[src/rtl/ysyx_201979054_axi_pkg.sv]
// Shared AXI4 encodings and FSM state type for the burst master.
package ysyx_201979054_axi_pkg;

    typedef enum logic [2:0] {
        S_IDLE,
        S_AR,
        S_R,
        S_AW,
        S_W,
        S_B
    } axi_state_t;

    localparam logic [1:0] AXI_BURST_INCR = 2'b01;
    localparam logic [1:0] RESP_OKAY      = 2'b00;
    localparam logic [2:0] AXI_SIZE_32    = 3'd2;

    function automatic logic [2:0] axi_size(input int bytes);
        return 3'($clog2(bytes));
    endfunction

endpackage

[src/rtl/ysyx_201979054_beat_counter.sv]
// Beat index within a burst with terminal-count compare against AXI len.
module ysyx_201979054_beat_counter
#(
    parameter int CNT_W = 4
) (
    input  logic             clk,
    input  logic             arst,
    input  logic             i_en,
    input  logic             i_clr,
    input  logic [7:0]       i_len,
    output logic [CNT_W-1:0] o_cnt,
    output logic             o_tc
);

    logic [CNT_W-1:0] r_cnt;

    always_ff @(posedge clk or negedge arst) begin
        if (!arst) begin
            r_cnt <= '0;
        end else if (i_clr) begin
            r_cnt <= '0;
        end else if (i_en) begin
            r_cnt <= r_cnt + CNT_W'(1);
        end
    end

    assign o_cnt = r_cnt;
    assign o_tc  = (8'(r_cnt) == i_len);

endmodule

[src/rtl/ysyx_201979054_axi4_burst_master.sv]
// AXI4 master: one INCR cache-block burst or one non-cacheable beat per start pulse.
module ysyx_201979054_axi4_burst_master
    import ysyx_201979054_axi_pkg::*;
#(
    parameter int ADDR_W      = 32,
    parameter int DATA_W      = 32,
    parameter int BLOCK_WORDS = 16
) (
    input  logic                           clk,
    input  logic                           arst,
    input  logic                           i_start_read,
    input  logic                           i_start_write,
    input  logic                           i_nc,
    input  logic [ADDR_W-1:0]              i_addr,
    input  logic [DATA_W-1:0]              i_wdata,
    input  logic [DATA_W/8-1:0]            i_wstrb,
    output logic [$clog2(BLOCK_WORDS)-1:0] o_beat_cnt,
    output logic [DATA_W-1:0]              o_rdata,
    output logic                           o_rdata_we,
    output logic                           o_read_last,
    output logic                           o_b_resp,
    output logic                           o_error,
    output logic [ADDR_W-1:0]              o_araddr,
    output logic [7:0]                     o_arlen,
    output logic [2:0]                     o_arsize,
    output logic [1:0]                     o_arburst,
    output logic                           o_arvalid,
    input  logic                           i_arready,
    input  logic [DATA_W-1:0]              i_rdata,
    input  logic [1:0]                     i_rresp,
    input  logic                           i_rlast,
    input  logic                           i_rvalid,
    output logic                           o_rready,
    output logic [ADDR_W-1:0]              o_awaddr,
    output logic [7:0]                     o_awlen,
    output logic [2:0]                     o_awsize,
    output logic [1:0]                     o_awburst,
    output logic                           o_awvalid,
    input  logic                           i_awready,
    output logic [DATA_W-1:0]              o_wdata,
    output logic [DATA_W/8-1:0]            o_wstrb,
    output logic                           o_wlast,
    output logic                           o_wvalid,
    input  logic                           i_wready,
    input  logic [1:0]                     i_bresp,
    input  logic                           i_bvalid,
    output logic                           o_bready
);

    localparam int STRB_W = DATA_W / 8;
    localparam int CNT_W  = $clog2(BLOCK_WORDS);
    localparam logic [ADDR_W-1:0] BLK_MASK =
        ~ADDR_W'(BLOCK_WORDS * STRB_W - 1);

    axi_state_t r_state;
    axi_state_t w_next;

    logic [ADDR_W-1:0] r_addr;
    logic [7:0]        r_len;
    logic [STRB_W-1:0] r_strb;
    logic [DATA_W-1:0] r_rdata;
    logic              r_rdata_we;
    logic              r_read_last;
    logic              r_b_resp;
    logic              r_error;

    logic w_start;
    logic w_start_wr;
    logic w_r_hs;
    logic w_w_hs;
    logic w_b_hs;
    logic w_tc;
    logic w_cnt_en;
    logic w_cnt_clr;
    logic w_arvalid;
    logic w_rready;
    logic w_awvalid;
    logic w_wvalid;
    logic w_bready;
    logic w_resp_err;

    assign w_start    = (r_state == S_IDLE) & (i_start_read | i_start_write);
    assign w_start_wr = (r_state == S_IDLE) & i_start_write;
    assign w_r_hs     = w_rready & i_rvalid;
    assign w_w_hs     = w_wvalid & i_wready;
    assign w_b_hs     = w_bready & i_bvalid;
    assign w_cnt_en   = w_r_hs | w_w_hs;
    assign w_cnt_clr  = (w_r_hs & i_rlast) | (w_w_hs & w_tc);

    ysyx_201979054_beat_counter #(
        .CNT_W (CNT_W)
    ) u_cnt (
        .clk   (clk),
        .arst  (arst),
        .i_en  (w_cnt_en),
        .i_clr (w_cnt_clr),
        .i_len (r_len),
        .o_cnt (o_beat_cnt),
        .o_tc  (w_tc)
    );

    always_ff @(posedge clk or negedge arst) begin
        if (!arst) begin
            r_state <= S_IDLE;
        end else begin
            r_state <= w_next;
        end
    end

    // Write wins a same-cycle collision; valids are pure state decodes.
    always_comb begin
        w_next    = r_state;
        w_arvalid = 1'b0;
        w_rready  = 1'b0;
        w_awvalid = 1'b0;
        w_wvalid  = 1'b0;
        w_bready  = 1'b0;
        unique case (r_state)
            S_IDLE: begin
                if (i_start_write) begin
                    w_next = S_AW;
                end else if (i_start_read) begin
                    w_next = S_AR;
                end
            end
            S_AR: begin
                w_arvalid = 1'b1;
                if (i_arready) w_next = S_R;
            end
            S_R: begin
                w_rready = 1'b1;
                if (i_rvalid && i_rlast) w_next = S_IDLE;
            end
            S_AW: begin
                w_awvalid = 1'b1;
                if (i_awready) w_next = S_W;
            end
            S_W: begin
                w_wvalid = 1'b1;
                if (i_wready && w_tc) w_next = S_B;
            end
            S_B: begin
                w_bready = 1'b1;
                if (i_bvalid) w_next = S_IDLE;
            end
            default: w_next = S_IDLE;
        endcase
    end

    assign w_resp_err = (w_r_hs & ((i_rresp != RESP_OKAY) | (i_rlast & ~w_tc)))
                      | (w_b_hs & (i_bresp != RESP_OKAY));

    always_ff @(posedge clk or negedge arst) begin
        if (!arst) begin
            r_addr      <= '0;
            r_len       <= '0;
            r_strb      <= '0;
            r_rdata     <= '0;
            r_rdata_we  <= 1'b0;
            r_read_last <= 1'b0;
            r_b_resp    <= 1'b0;
            r_error     <= 1'b0;
        end else begin
            r_rdata_we  <= w_r_hs;
            r_read_last <= w_r_hs & i_rlast;
            r_b_resp    <= w_b_hs;
            if (w_r_hs) r_rdata <= i_rdata;
            if (w_start) begin
                r_addr <= i_nc ? i_addr : (i_addr & BLK_MASK);
                r_len  <= i_nc ? 8'd0 : 8'(BLOCK_WORDS - 1);
                r_strb <= (w_start_wr & i_nc) ? i_wstrb : '1;
            end
            if (w_start) begin
                r_error <= 1'b0;
            end else if (w_resp_err) begin
                r_error <= 1'b1;
            end
        end
    end

    assign o_araddr    = r_addr;
    assign o_arlen     = r_len;
    assign o_arsize    = axi_size(STRB_W);
    assign o_arburst   = AXI_BURST_INCR;
    assign o_arvalid   = w_arvalid;
    assign o_rready    = w_rready;
    assign o_awaddr    = r_addr;
    assign o_awlen     = r_len;
    assign o_awsize    = axi_size(STRB_W);
    assign o_awburst   = AXI_BURST_INCR;
    assign o_awvalid   = w_awvalid;
    assign o_wvalid    = w_wvalid;
    assign o_wdata     = w_wvalid ? i_wdata : '0;
    assign o_wstrb     = w_wvalid ? r_strb : '0;
    assign o_wlast     = w_wvalid & w_tc;
    assign o_bready    = w_bready;
    assign o_rdata     = r_rdata;
    assign o_rdata_we  = r_rdata_we;
    assign o_read_last = r_read_last;
    assign o_b_resp    = r_b_resp;
    assign o_error     = r_error;

endmodule
[config.mk]
export PLATFORM = sky130hd
export DESIGN_NAME = ysyx_201979054_axi4_burst_master
export DESIGN_NICKNAME = d
export VERILOG_FILES = /design/src/rtl/ysyx_201979054_axi_pkg.sv /design/src/rtl/ysyx_201979054_beat_counter.sv /design/src/rtl/ysyx_201979054_axi4_burst_master.sv
export SDC_FILE = /design/constraint.sdc
export NUM_CORES = 1
export LEC_CHECK = 0
export ABC_AREA = 0
export ABC_CLOCK_PERIOD_IN_PS = 1950
export CAP_MARGIN = 40
export CORE_AREA = 2 2 112 114
export CTS_BUF_LIST = sky130_fd_sc_hd__clkbuf_16
export DETAILED_ROUTE_END_ITERATION = 6
export DIE_AREA = 0 0 114 116
export PLACE_DENSITY_LB_ADDON = 0.2
export SLEW_MARGIN = 5
export SYNTH_ARGS = -nofsm -noshare
export SYNTH_HDL_FRONTEND = slang
export SYNTH_SLANG_ARGS = --single-unit
[constraint.sdc]
create_clock -name clk -period 1.95 [get_ports clk]
set_input_delay 0.39 -clock clk [delete_from_list [all_inputs] [get_ports clk]]
set_output_delay 0.39 -clock clk [all_outputs]
set_load 0.01 [all_outputs]
==> results.yml <==
global_route:
  grt_usage: 0.182
  grt_pass1_vias: 3486
  gr-total-overflow: 0
  grt_max_degree: 46
  grt_pass1_wl_um: 18600
  antenna_found_initial: 0
clock_tree:
  htree_levels: 3
  cts_tree: "yes"
  clk_pin_slew_worst_paths_ns: 0.06
  clock_path_buffers: 2
  numCtsBuffers: 9
  cts.sinks: 80
  insertion_delay_ns: 0.32
  cts_root_buf: "clkbuf_16"
final_layout:
  multi_input_comb_area_sq_um: 1510
  fillers: 1070
  regArea_sq_um: 2000
  drive_above_1_share: 0.239
  fin_util: 0.591
  layout-area-overhead-vs-synth_pct: 81.0
  num_antenna_cells: 0
  instances_no_fill: 786
  fin_nets: 751
logic_synthesis:
  yosys_warnings: 0
  synth_seq_area_share: 0.515
  syn_avg_cell_area_sq_um: 10.2
  syn_inst: 382
  ys_types: 40
  synth_area_sq_um: 3890
  ys_ff_latch: 80
power_and_ir_drop:
  power.leakage_nw: 3.23
  vdd_ir_drop_max_mv: 0.678
  power_density_nw_per_um2: 1500
sta:
  min_period_ns: 2.03
  skew_ns: 0.00745
  final_hold_viol_count: 0
  setup_slack_ns: -0.0785
  final-max-slew-violation-count: 0
  rsz0062_at_grt: "yes"
  setup_tns_ns: -1.33
  finalSetupViolations: 28
  final.period_utilization: 1.04
  fmax_ghz: 0.493
detailed_routing:
  drt_iter0_drc: 142
  detail_route.vias_per_cell: 4.50
  firstDrtPassIters: 4
  wire_per_inst_um: 15.9
  drt-total-wl_um: 12500
  ant_nets: 0
  drc: 0
  dr_total_vias: 3535
run_status:
  outcome: "finished with violations"
  violations: "negative setup slack"
worst_setup_path:
  crit_start: "o_arlen[2]"
  cp.required_ns: 1.56
  timing.rr.start: "o_arlen[2]"
  crit_arrival_ns: 1.64
  worst_setup_path_end_kind: "output pin"
  crit_type: "reg2out"
  startpoint_type: "flop"
  cp_max_fo: 2
die:
  die_height_um: 116
  start_util: 0.326
  die-area_sq_um: 13200
  ioPinCount: 287
  std_cell_rows: 40
  chipWidth_um: 114
  fp.coreArea_sq_um: 11900
placement:
  io_buffers: 268
  dpl.hpwl_um: 9260
  placed_cells: 758
  gp_congestion: 0.786
run:
  drv_cap: 0
min_path:
  hold_path_class: "in2async"
cells in the final DEF (no fill, tap or decap), types with 3 or more instances in the layout:
master           synthesis  routed
and2_1                  39      17
and2_4                   0      22
buf_12                   0       5
buf_2                    7      17
buf_4                   60      21
buf_6                    0      23
clkbuf_16                0      11
clkdlybuf4s50_1          0     223
conb_1                   2      18
dfrtp_1                 80      80
dlygate4sd2_1            0       3
inv_1                    3       4
mux2_2                  32      32
nand2_1                 95      93
nand3_1                 10       9
nor2_1                   5       5
o21ai_0                  5       5
o22a_1                   4       4
worst max-delay path, stage by stage (launching register included):
cell     delay, ns
dfrtp_1       0.37
or4_4         0.54
o22ai_4       0.13
and2_4        0.17
buf_6         0.09
path summary, 6_finish.rpt:
| kind | to | slack, ns | depth (start not counted) |
|---|---|---|---|
| worst max-delay path | o_wlast | -0.08 | 4 |
| worst min-delay path | o_araddr[11] | 0.02 | 1 |
| worst max register to register | u_cnt.o_cnt[1] | 0.01 | 9 |
| worst min register to register | o_araddr[25] | 0.50 | 2 |
| max in group asynchronous | o_araddr[9] | 1.31 | 2 |
| min in group clk | o_araddr[25] | 0.50 | 2 |
flip-flops by register name (all words and copies together) (netlist names):
signal and cells:
o_araddr 32, o_rdata 32, r_strb 4, u_cnt.o_cnt 4, r_state 3, o_arlen 1
o_b_resp 1, o_error 1, o_rdata_we 1, o_read_last 1
cells by family (layout without fill, tap and decap cells):
kind of cell / after synthesis / count (layout) / share of synthesized area
and+or+nand+nor: 165 / 165 / 0.204
DFF: 80 / 80 / 0.515
buffers and inverters: 79 / 320 / 0.136
muxes: 34 / 34 / 0.0978
AOI/OAI and AO/OA: 20 / 20 / 0.0399
other: 2 / 18 / 0.00193
adders and majority gates: 1 / 1 / 0.00322
xor gates and xnor gates: 1 / 1 / 0.00225
cells in the mapped netlist:
cell	instances	area share
o22a_1	4	0.0090
or3_1	1	0.0016
xnor2_1	1	0.0023
conb_1	2	0.0019
nand2_1	95	0.092
o21ai_0	5	0.0064
nor2b_1	1	0.0016
a221oi_2	1	0.0039
or2_2	1	0.0016
nor3_1	2	0.0026
a41oi_1	1	0.0023
a22oi_1	1	0.0019
nor2_2	1	0.0016
ha_1	1	0.0032
dfrtp_1	80	0.51
buf_4	60	0.12
and4bb_2	1	0.0032
and2_1	39	0.063
or4_1	1	0.0019
nand3_1	10	0.013
inv_1	3	0.0029
clkbuf_1	9	0.0087
buf_2	7	0.0090
a311oi_1	1	0.0023
mux2i_1	2	0.0051
o2111ai_1	1	0.0023
a22o_1	2	0.0045
o211ai_1	1	0.0019
nor3b_1	1	0.0019
nor3b_2	1	0.0032
and3b_1	1	0.0023
o22ai_1	1	0.0016
and4bb_1	1	0.0032
a21oi_1	1	0.0013
nor2_1	5	0.0048
mux2_2	32	0.093
and3_1	2	0.0032
or2_1	1	0.0016
and2b_1	1	0.0019
a32o_1	1	0.0026
metrics by stage:
stage          area (sq um)  power, mW  setup WS, ns  hold WS (ns)
2_1_floorplan          3950       5.72         0.111        0.0944
3_3_place_gp           6510       8.48        -0.208         0.376
3_5_place_dp           6510       8.62        -0.214         0.378
4_1_cts                6840       10.5       -0.0795        0.0182
5_1_grt                7040       11.2        -0.137        0.0452
6_report               7040       10.5       -0.0785        0.0153
power by group:
group | leakage, nW | total, mW | internal [mW] | switching, mW
clock network | 0.147 | 1.62 | 0.981 | 0.642
logic | 2.11 | 5.93 | 3.51 | 2.42
registers | 0.975 | 2.99 | 2.47 | 0.517
final cells by class:
type | count | share of cell area
clock buffers | 9 | 0.0320
inverters | 3 | 0.00160
well taps | 147 | 0.0261
repair buffers | 302 | 0.432
flip-flops and latches | 80 | 0.284
clock inverters | 6 | 0.00871
multi-input cells | 239 | 0.215
routing by layer:
layer / GRT usage / up-vias / wire (um)
li1: - / 1675 / -
met1: 0.222 / 1682 / 5200
met2: 0.313 / 162 / 6290
met3: 0.0455 / 16 / 825
met4: 0.0650 / 0 / 200
met5: 0 / - / 0
timing repair:
| action | 4_1_cts | 5_1_grt |
|---|---|---|
| setup buffers | 7 | 3 |
| resized for setup | 180 | 41 |
| setup endpoints to repair | 42 | 43 |
| gates cloned | 3 | 2 |
| pin swaps | 6 | 19 |
| hold buffers | 0 | 0 |
No activity file was read; power rests on OpenSTA's default activity.
